### config.mk
export PLATFORM = sky130hd
export DESIGN_NAME = ov7670_pixel_source
export DESIGN_NICKNAME = d
export VERILOG_FILES = /design/src/rtl/ov7670_pixel_source.sv
export SDC_FILE = /design/constraint.sdc
export NUM_CORES = 1
export LEC_CHECK = 0
export ABC_AREA = 1
export CORE_MARGIN = 10
export CORE_UTILIZATION = 50
export DETAILED_ROUTE_END_ITERATION = 7
export PLACE_DENSITY = 0.71
export SYNTH_ARGS = -nofsm -noshare
export SYNTH_HDL_FRONTEND = slang
export SYNTH_SLANG_ARGS = --single-unit
### constraint.sdc
create_clock -name clk -period 6.15 [get_ports clk]
set_clock_uncertainty 0.05 [all_clocks]
set_input_delay 1.23 -clock clk [delete_from_list [all_inputs] [get_ports clk]]
set_output_delay 1.23 -clock clk [all_outputs]
set_load 0.005 [all_outputs]
### src/rtl/ov7670_pixel_source.sv
// OV7670 sensor emulator: drives PCLK/VSYNC/HREF/D[7:0] with RGB565 test patterns.
// Ports: clk, rst_n, enable, pattern_sel[1:0] in; cam_pclk, cam_vsync, cam_href,
// cam_data[7:0], frame_start, frame_done, frame_count[15:0], busy out.
// Optional macro OV_SRC_CKSUM_EN adds frame_cksum[15:0] (byte sum of each frame).
module ov7670_pixel_source #(
    parameter int PCLK_HALF = 2,
    parameter int H_ACTIVE  = 320,
    parameter int H_BLANK   = 144,
    parameter int V_ACTIVE  = 240,
    parameter int VS_LINES  = 3,
    parameter int V_BP      = 17,
    parameter int V_FP      = 10
) (
    input  logic        clk,
    input  logic        rst_n,
    input  logic        enable,
    input  logic [1:0]  pattern_sel,
    output logic        cam_pclk,
    output logic        cam_vsync,
    output logic        cam_href,
    output logic [7:0]  cam_data,
    output logic        frame_start,
    output logic        frame_done,
    output logic [15:0] frame_count,
`ifdef OV_SRC_CKSUM_EN
    output logic [15:0] frame_cksum,
`endif
    output logic        busy
);

    localparam int LINE_LEN    = 2 * H_ACTIVE + H_BLANK;
    localparam int FRAME_LINES = VS_LINES + V_BP + V_ACTIVE + V_FP;
    localparam int HW          = $clog2(LINE_LEN + 1);
    localparam int VW          = $clog2(FRAME_LINES + 1);
    localparam int DW          = (PCLK_HALF > 1) ? $clog2(PCLK_HALF) : 1;
    localparam int BAR_W       = H_ACTIVE / 8;

    localparam logic [HW-1:0] H_LAST = HW'(LINE_LEN - 1);
    localparam logic [HW-1:0] H_ACT2 = HW'(2 * H_ACTIVE);
    localparam logic [VW-1:0] V_LAST = VW'(FRAME_LINES - 1);
    localparam logic [VW-1:0] V_VS   = VW'(VS_LINES);
    localparam logic [VW-1:0] V_A0   = VW'(VS_LINES + V_BP);
    localparam logic [VW-1:0] V_A1   = VW'(VS_LINES + V_BP + V_ACTIVE);
    localparam logic [DW-1:0] D_LAST = DW'(PCLK_HALF - 1);

    typedef enum logic [1:0] {
        IDLE,
        RUN,
        DRAIN
    } state_t;

    state_t state, state_nxt;

    logic [DW-1:0] div_cnt;
    logic [HW-1:0] h_cnt, h_nxt;
    logic [VW-1:0] v_cnt, v_nxt;
    logic [1:0]    pat, pat_nxt;
    logic          load, fall, wrap, h_end, v_end;

    logic [15:0] px_x, px_y, pix;
    logic [2:0]  bar;
    logic        vs_nxt, href_nxt;
    logic [7:0]  byte_nxt;

    assign busy  = (state != IDLE);
    // A falling pclk edge is the only point where the position advances
    assign fall  = busy && cam_pclk && (div_cnt == D_LAST);
    assign h_end = (h_cnt == H_LAST);
    assign v_end = (v_cnt == V_LAST);
    assign wrap  = fall && h_end && v_end;

    always_ff @(posedge clk or negedge rst_n) begin
        if (!rst_n) begin
            state <= IDLE;
        end else begin
            state <= state_nxt;
        end
    end

    always_comb begin
        state_nxt = state;
        load      = 1'b0;
        unique case (state)
            IDLE: begin
                if (enable) begin
                    state_nxt = RUN;
                    load      = 1'b1;
                end
            end
            RUN: begin
                if (wrap) begin
                    if (enable) begin
                        load = 1'b1;
                    end else begin
                        state_nxt = IDLE;
                    end
                end else if (!enable) begin
                    state_nxt = DRAIN;
                end
            end
            DRAIN: begin
                if (wrap) begin
                    state_nxt = IDLE;
                end
            end
            default: state_nxt = IDLE;
        endcase
    end

    always_comb begin
        h_nxt   = h_cnt;
        v_nxt   = v_cnt;
        pat_nxt = pat;
        if (load) begin
            h_nxt   = '0;
            v_nxt   = '0;
            pat_nxt = pattern_sel;
        end else if (fall) begin
            if (h_end) begin
                h_nxt = '0;
                v_nxt = v_end ? '0 : v_cnt + VW'(1);
            end else begin
                h_nxt = h_cnt + HW'(1);
            end
        end
    end

    // Output byte for the position that becomes current after this edge
    always_comb begin
        px_x = 16'(h_nxt >> 1);
        px_y = 16'(v_nxt) - 16'(VS_LINES + V_BP);
        bar  = 3'(px_x / 16'(BAR_W));
        unique case (pat_nxt)
            2'd0: pix = 16'hF800;
            2'd1: begin
                unique case (bar)
                    3'd0:    pix = 16'hFFFF;
                    3'd1:    pix = 16'hFFE0;
                    3'd2:    pix = 16'h07FF;
                    3'd3:    pix = 16'h07E0;
                    3'd4:    pix = 16'hF81F;
                    3'd5:    pix = 16'hF800;
                    3'd6:    pix = 16'h001F;
                    default: pix = 16'h0000;
                endcase
            end
            2'd2:    pix = px_x + px_y;
            default: pix = ((px_x[3] ^ px_y[3]) == 1'b1) ? 16'hFFFF : 16'h0000;
        endcase
        vs_nxt   = (v_nxt < V_VS);
        href_nxt = (v_nxt >= V_A0) && (v_nxt < V_A1) && (h_nxt < H_ACT2);
        byte_nxt = 8'h00;
        if (href_nxt) begin
            byte_nxt = h_nxt[0] ? pix[7:0] : pix[15:8];
        end
    end

    always_ff @(posedge clk or negedge rst_n) begin
        if (!rst_n) begin
            div_cnt     <= '0;
            cam_pclk    <= 1'b0;
            h_cnt       <= '0;
            v_cnt       <= '0;
            pat         <= 2'd0;
            cam_vsync   <= 1'b0;
            cam_href    <= 1'b0;
            cam_data    <= 8'h00;
            frame_start <= 1'b0;
            frame_done  <= 1'b0;
            frame_count <= 16'd0;
        end else begin
            frame_start <= load;
            frame_done  <= wrap;
            if (wrap) begin
                frame_count <= frame_count + 16'd1;
            end
            if (state_nxt == IDLE) begin
                div_cnt   <= '0;
                cam_pclk  <= 1'b0;
                h_cnt     <= '0;
                v_cnt     <= '0;
                cam_vsync <= 1'b0;
                cam_href  <= 1'b0;
                cam_data  <= 8'h00;
            end else begin
                // New frame restarts pclk low so the first rise is a full half-period away
                if (load) begin
                    div_cnt  <= '0;
                    cam_pclk <= 1'b0;
                end else if (div_cnt == D_LAST) begin
                    div_cnt  <= '0;
                    cam_pclk <= ~cam_pclk;
                end else begin
                    div_cnt <= div_cnt + DW'(1);
                end
                h_cnt <= h_nxt;
                v_cnt <= v_nxt;
                pat   <= pat_nxt;
                if (load || fall) begin
                    cam_vsync <= vs_nxt;
                    cam_href  <= href_nxt;
                    cam_data  <= byte_nxt;
                end
            end
        end
    end

`ifdef OV_SRC_CKSUM_EN
    logic [15:0] cksum_acc;

    // cam_data is zero outside HREF, so summing every emitted byte is enough
    always_ff @(posedge clk or negedge rst_n) begin
        if (!rst_n) begin
            cksum_acc   <= 16'd0;
            frame_cksum <= 16'd0;
        end else begin
            if (wrap) begin
                frame_cksum <= cksum_acc;
            end
            if (state_nxt == IDLE) begin
                cksum_acc <= 16'd0;
            end else if (load) begin
                cksum_acc <= 16'(byte_nxt);
            end else if (fall) begin
                cksum_acc <= cksum_acc + 16'(byte_nxt);
            end
        end
    end
`endif

endmodule

Yosys cells after proc, flatten, opt, wreduce, memory -nomap -nowiden
Index checks and enable logic that the tools add are counted.
Widths: inputs -> output; s select.
{"block": "op_classes", "n_addsub": 6, "div": 1, "order_cmp": 4, "n_eq_ne": 12, "n_mux": 36, "n_bitwise": 2, "reduce_logical": 14}
{"cell": "$pmux 16 s7", "n": 1}
{"cell": "$pmux 16 s3", "n": 1}
{"cell": "$mux 9", "n": 5}
{"cell": "$mux 10", "n": 4}
{"cell": "$mux 8", "n": 4}
{"cell": "$add 16x1->16 const B", "n": 1}
{"cell": "$div 9x6->16 const B", "n": 1}
{"cell": "$mux 16", "n": 1}
{"cell": "$mux 1", "n": 12}
{"cell": "$mux 2", "n": 6}
{"cell": "$add 10x10->11", "n": 1}
{"cell": "$add 10x1->10 const B", "n": 1}
{"cell": "$eq 10x10->1 const B", "n": 1}
{"cell": "$lt 10x10->1 const B", "n": 1}
{"cell": "$sub 9x5->10 const B", "n": 1}
{"cell": "$add 9x1->9 const B", "n": 1}
{"cell": "$eq 3x3->1 const B", "n": 3}
{"cell": "$eq 9x9->1 const B", "n": 1}
{"cell": "$ge 9x5->1 const B", "n": 1}
{"cell": "$lt 9x2->1 const B", "n": 1}
{"cell": "$lt 9x9->1 const B", "n": 1}
{"cell": "$eq 3x2->1 const B", "n": 2}
{"cell": "$logic_and 1x1->1", "n": 6}
{"cell": "$logic_not 2->1", "n": 3}
{"cell": "12 further kinds", "n": 15}
{"block": "word_totals", "regBits": 53, "in_bits": 5, "out_inout_bits": 30, "word_cells": 87}

Logic depth before layout (Yosys ltp)
{"block": "depth", "depth_word": 16, "ltp_mapped": 32, "ltp_nobuf": 32}

Least setup slack after synthesis
No wires, ideal clock.
{"block": "synth_timing", "kind": "input-to-reg", "startpoint": "input enable", "endpoint": "register cam_data[3]", "setup_ns": 0.066, "arrival_ns": 3.999, "required_time_ns": 6.034, "setup_slack_ns": 2.035, "path_stages": 24, "n_path_buf": 0, "cell_sequence": "inv_1 -> nor2_1 -> inv_1 -> a21oi_4 -> inv_4 -> o211ai_1 -> inv_1 -> fa_1 -> nand2_1 -> a21oi_1 -> or2_2 -> nand2_1 -> nand2_1 -> nand2_1 -> a21oi_1 -> o21ai_0 -> nand2_1 -> nand2_1 -> nand2_1 -> a21oi_1 -> nand2_1 -> a21oi_4 -> nand2_1 -> nand2_1"}
{"block": "synth_between", "word_cells_on_any_way": 40, "cone_classes": "2 x add/sub; 1 x div; 3 x order compare; 8 x eq/ne; 18 x mux; 1 x bitwise; 7 x reduce/logical"}
{"element": "from (decl)", "line_no": "16", "rtl": "input logic enable,"}
{"element": "$mux 2, on equally long branches", "line_no": "97, 92"}
{"element": "$mux 2", "line_no": "91", "rtl": "if (wrap) begin"}
{"element": "$pmux 2 s3 (*)", "line_no": "83", "rtl": "unique case (state)"}
{"element": "net state_nxt[0]", "line_no": "52", "rtl": "state_t state, state_nxt;"}
{"element": "$logic_not 2->1 (*)", "line_no": "177", "rtl": "if (state_nxt == IDLE) begin"}
{"element": "$mux 8 / $reduce_bool 2->1 (equally long branches)"}
{"element": "to (signal assigned)", "line_no": "202", "rtl": "cam_data <= byte_nxt;"}
{"element": "to (decl)", "line_no": "21", "rtl": "output logic [7:0] cam_data,"}
Mark *: on every way through the listed nets, which the timed path passes. The rest lies on a longest branch. The select of a mux whose other input is x is not followed.
A chain may end at the register's enable or synchronous reset.

Worst setup path in the final report
{"block": "layout_timing", "startpoint": "input enable", "endpoint": "register cam_data[6]"}
Same word-level chain as after synthesis.

==> metrics.md <==
| Metric | Value |
|---|---|
| Area after DPL | approximately 4000 µm² |
| Avg Cell Area, Syn | between 7 and 8 µm² |
| Max Root-Sink Buffers | 2 |
| R2r worst-path depth | 27 |
| Synth cell types | 43 |
| Die Height | 105 µm |
| Finished Cell Area | approximately 4200 µm² |
| DRC Markers | 0 |
| Yosys reg bits | between 50 and 60 |
| Net Count, Synth | 505 |
| Hold_buf cts | 0 |
| Gp weighted congestion | about 0.96 |
| Core box area | slightly below 7000 µm² |
| Worst R2R End | cam_data[6]$_DFFE_PN0P_ |
| R2r setup slk | 1680 ps |
| Area grow syn2layout | 15.7% |
| CTS clk-pin slew, worst paths | 100 ps |
| Total power | between 0.9 and 1 mW |
| Clk_lat worst skew | 310 ps |
| Cts repair resizes | 0 |
| Synth warnings | 0 |
| LEAKAGE | roughly 2.1 nW |
| Vias | approximately 3.3k |
| Synth Instances | around 480 |
| Clock root buffer | clkbuf_8 |
| Max Cap Violations | 0 |
| Required time worst endpoint | 6350 ps |
| Vias per inst | ~5.3 |
| CTS tree | done |
| Routed Antenna Nets | 0 |
| Fmax | 210 MHz |
| Initial antenna violation count | 0 |
| Setup crit start kind | primary input |
| Worst hold slack | roughly 420 ps |
| First-pass GRT wire length | 15.0 mm |
| Worst R2R Start | h_cnt[0]$_DFF_PN0_ |
| Area of the die | approximately 11000 µm² |
| Detailed Routing Iterations Pass 1 | 4 |
| Num CTS Buffers | 5 |
| Worst vdd ir | between 0.1 and 0.15 mV |
| Period utilization | 0.774 |
| Hold path depth | 1 |
| H-tree levels | 2 |
| Fin nets | ~540 |
| Final WS setup | about 1400 ps |
| Syn Std Cell Area | ~3600 µm² |
| Dpl hpwl | 6.58 mm |
| Final setup fails | 0 |
| Final Hold Fails | 0 |
| Port-buffer cells | 34 |
| Largest net degree at the start of global routing | 54 |
| I/O pins | 35 |
| Total GRT Usage | 0.158 |
| Final Max Slew Viols | 0 |
| Num rows | 30 |
| Worst hold path type | register to register |
| Fin crit period | ~4800 ps |
| Worst-path fanout max | 10 |
| Worst Max-Slew Pin Slew | 853 ps |
| Clock sinks | 53 |
| Path type of the worst setup path | primary input to register |
| GRT overflow | 0 |
| First DRT Iteration DRCs | 150 |
| Status | finished clean |
| TNS Setup | 0 ps |
| Wirelength per Cell | between 10 and 15 µm |
| P per Cell Area | approximately 220 nW/µm² |
| Crit path launch | enable |
| Min-delay src | div_cnt$_DFF_PN0_ |
| Setup bufs post-CTS | 0 |
| Critical path arrival | 4960 ps |
| RSZ-0062 raised after global routing | false |
| Max_slew headroom | 0.429 |
| Layout cells sized above 1 | 0.0935 |
| WL final | 8.57 mm |
| Dpl ws | around 1100 ps |
| Vias in the first global route | 3243 |
| Seq/Total Area, Yosys | 0.369 |
| Hold Path Sink | div_cnt$_DFF_PN0_ |
| Initial Util | 0.521 |
| Crit. End Element | register |
| Antenna fix cells | 0 |
| Die X | between 100 and 150 µm |
-- worst max-delay path by stage --
stage	end	depth (start not counted)
final	cam_data[6]$_DFFE_PN0P_	25
after global routing	cam_data[3]$_DFFE_PN0P_	25
after CTS	cam_data[6]$_DFFE_PN0P_	25
after detailed placement	cam_data[6]$_DFFE_PN0P_	25
after global placement	cam_data[1]$_DFFE_PN0P_	29
after floorplan	cam_data[3]$_DFFE_PN0P_	24
-- area by class of cell --
type | count | area (µm²)
timing repair buffer | 36 | 350
clock inverter | 2 | 38.8
tap | 96 | 120
sequential | 53 | 1330
fill | 660 | 2740
inverter | 72 | 273
multi-input combinational | 355 | 1980
clock buffer | 6 | 72.6
-- worst max-delay path: stages --
cell,delay (ps)
clkdlybuf4s50_1,480
inv_1,60
nor2_1,210
inv_1,130
a21oi_4,340
inv_4,130
o211ai_1,190
inv_1,130
fa_1,410
nand2_1,90
a21oi_1,70
or2_2,280
nand2_1,80
nand2_1,60
nand2_1,70
a21oi_1,80
o21ai_0,150
nand2_1,100
nand2_1,90
nand2_1,50
a21oi_1,130
nand2_1,100
a21oi_4,170
nand2_1,70
nand2_1,60
-- state kept, by name (all words and copies together) (netlist names) --
register	cells
pat	2
h_cnt	10
cam_href	1
frame_start	1
state	2
cam_data	8
cam_vsync	1
frame_count	16
v_cnt	9
div_cnt	1
cam_pclk	1
frame_done	1
-- placed cells by master, fill, tap and decap left out, types with 4 or more instances in the layout --
master	n
nor2_1	63
nand2_2	4
nand2_1	117
xnor2_1	9
nor3_1	4
clkdlybuf4s50_1	33
a21oi_1	11
clkbuf_8	5
xor2_1	13
dfrtp_1	53
inv_1	68
nor2_2	5
ha_1	15
o21ai_0	12
nand3_1	38
nand4_1	19
or2_2	6
-- cells in the mapped netlist, drive strengths merged --
master,number,area (µm²)
a21oi,14,96.3
a31oi,1,6.26
and3,1,6.26
buf,1,5.00
clkbuf,3,11.3
dfrtp,53,1330
fa,1,20.0
ha,15,188
inv,72,273
mux2i,1,10.0
nand2,124,498
nand3,40,210
nand3b,2,15.0
nand4,20,140
nor2,71,302
nor3,7,50.1
nor4,2,12.5
o2111ai,1,8.76
o211ai,3,27.5
o21ai,16,95.1
o21bai,4,33.8
o31ai,3,27.5
or2,7,43.8
xnor2,9,78.8
xor2,13,114
-- where the power goes --
| group | total [mW] | internal (mW) | switching [mW] |
|---|---|---|---|
| clock | 0.245 | 0.123 | 0.122 |
| combinational | 0.276 | 0.0847 | 0.192 |
| sequential | 0.386 | 0.371 | 0.0153 |
| total | 0.907 | 0.578 | 0.329 |
-- per-layer routing --
layer / up-vias / share of wire / GRT usage
li1: 1632 / - / -
met1: 1525 / 0.46 / 0.200
met2: 93 / 0.47 / 0.265
met3: 12 / 0.058 / 0.0332
met4: 0 / 0.014 / 0.0461
met5: - / 0 / 0
-- kinds of logic (layout without fill, tap and decap cells) --
logic type / after synthesis / after routing / synth area share
AND/OR/NAND/NOR: 274 / 274 / 0.355
buffers and inverters: 76 / 116 / 0.0803
flip-flops: 53 / 53 / 0.369
AO/OA/AOI/OAI: 42 / 42 / 0.0821
XOR/XNOR: 22 / 22 / 0.0535
adder cells (fa/ha/maj): 16 / 16 / 0.0577
multiplexers: 1 / 1 / 0.00278
-- through the flow --
step,std cells,utilization
after floorplan,484,-
after global placement,612,0.587
after detailed placement,612,0.587
after CTS,620,0.603
after global routing,620,0.603
final,620,0.603
Power figures use the tool's default switching activity.
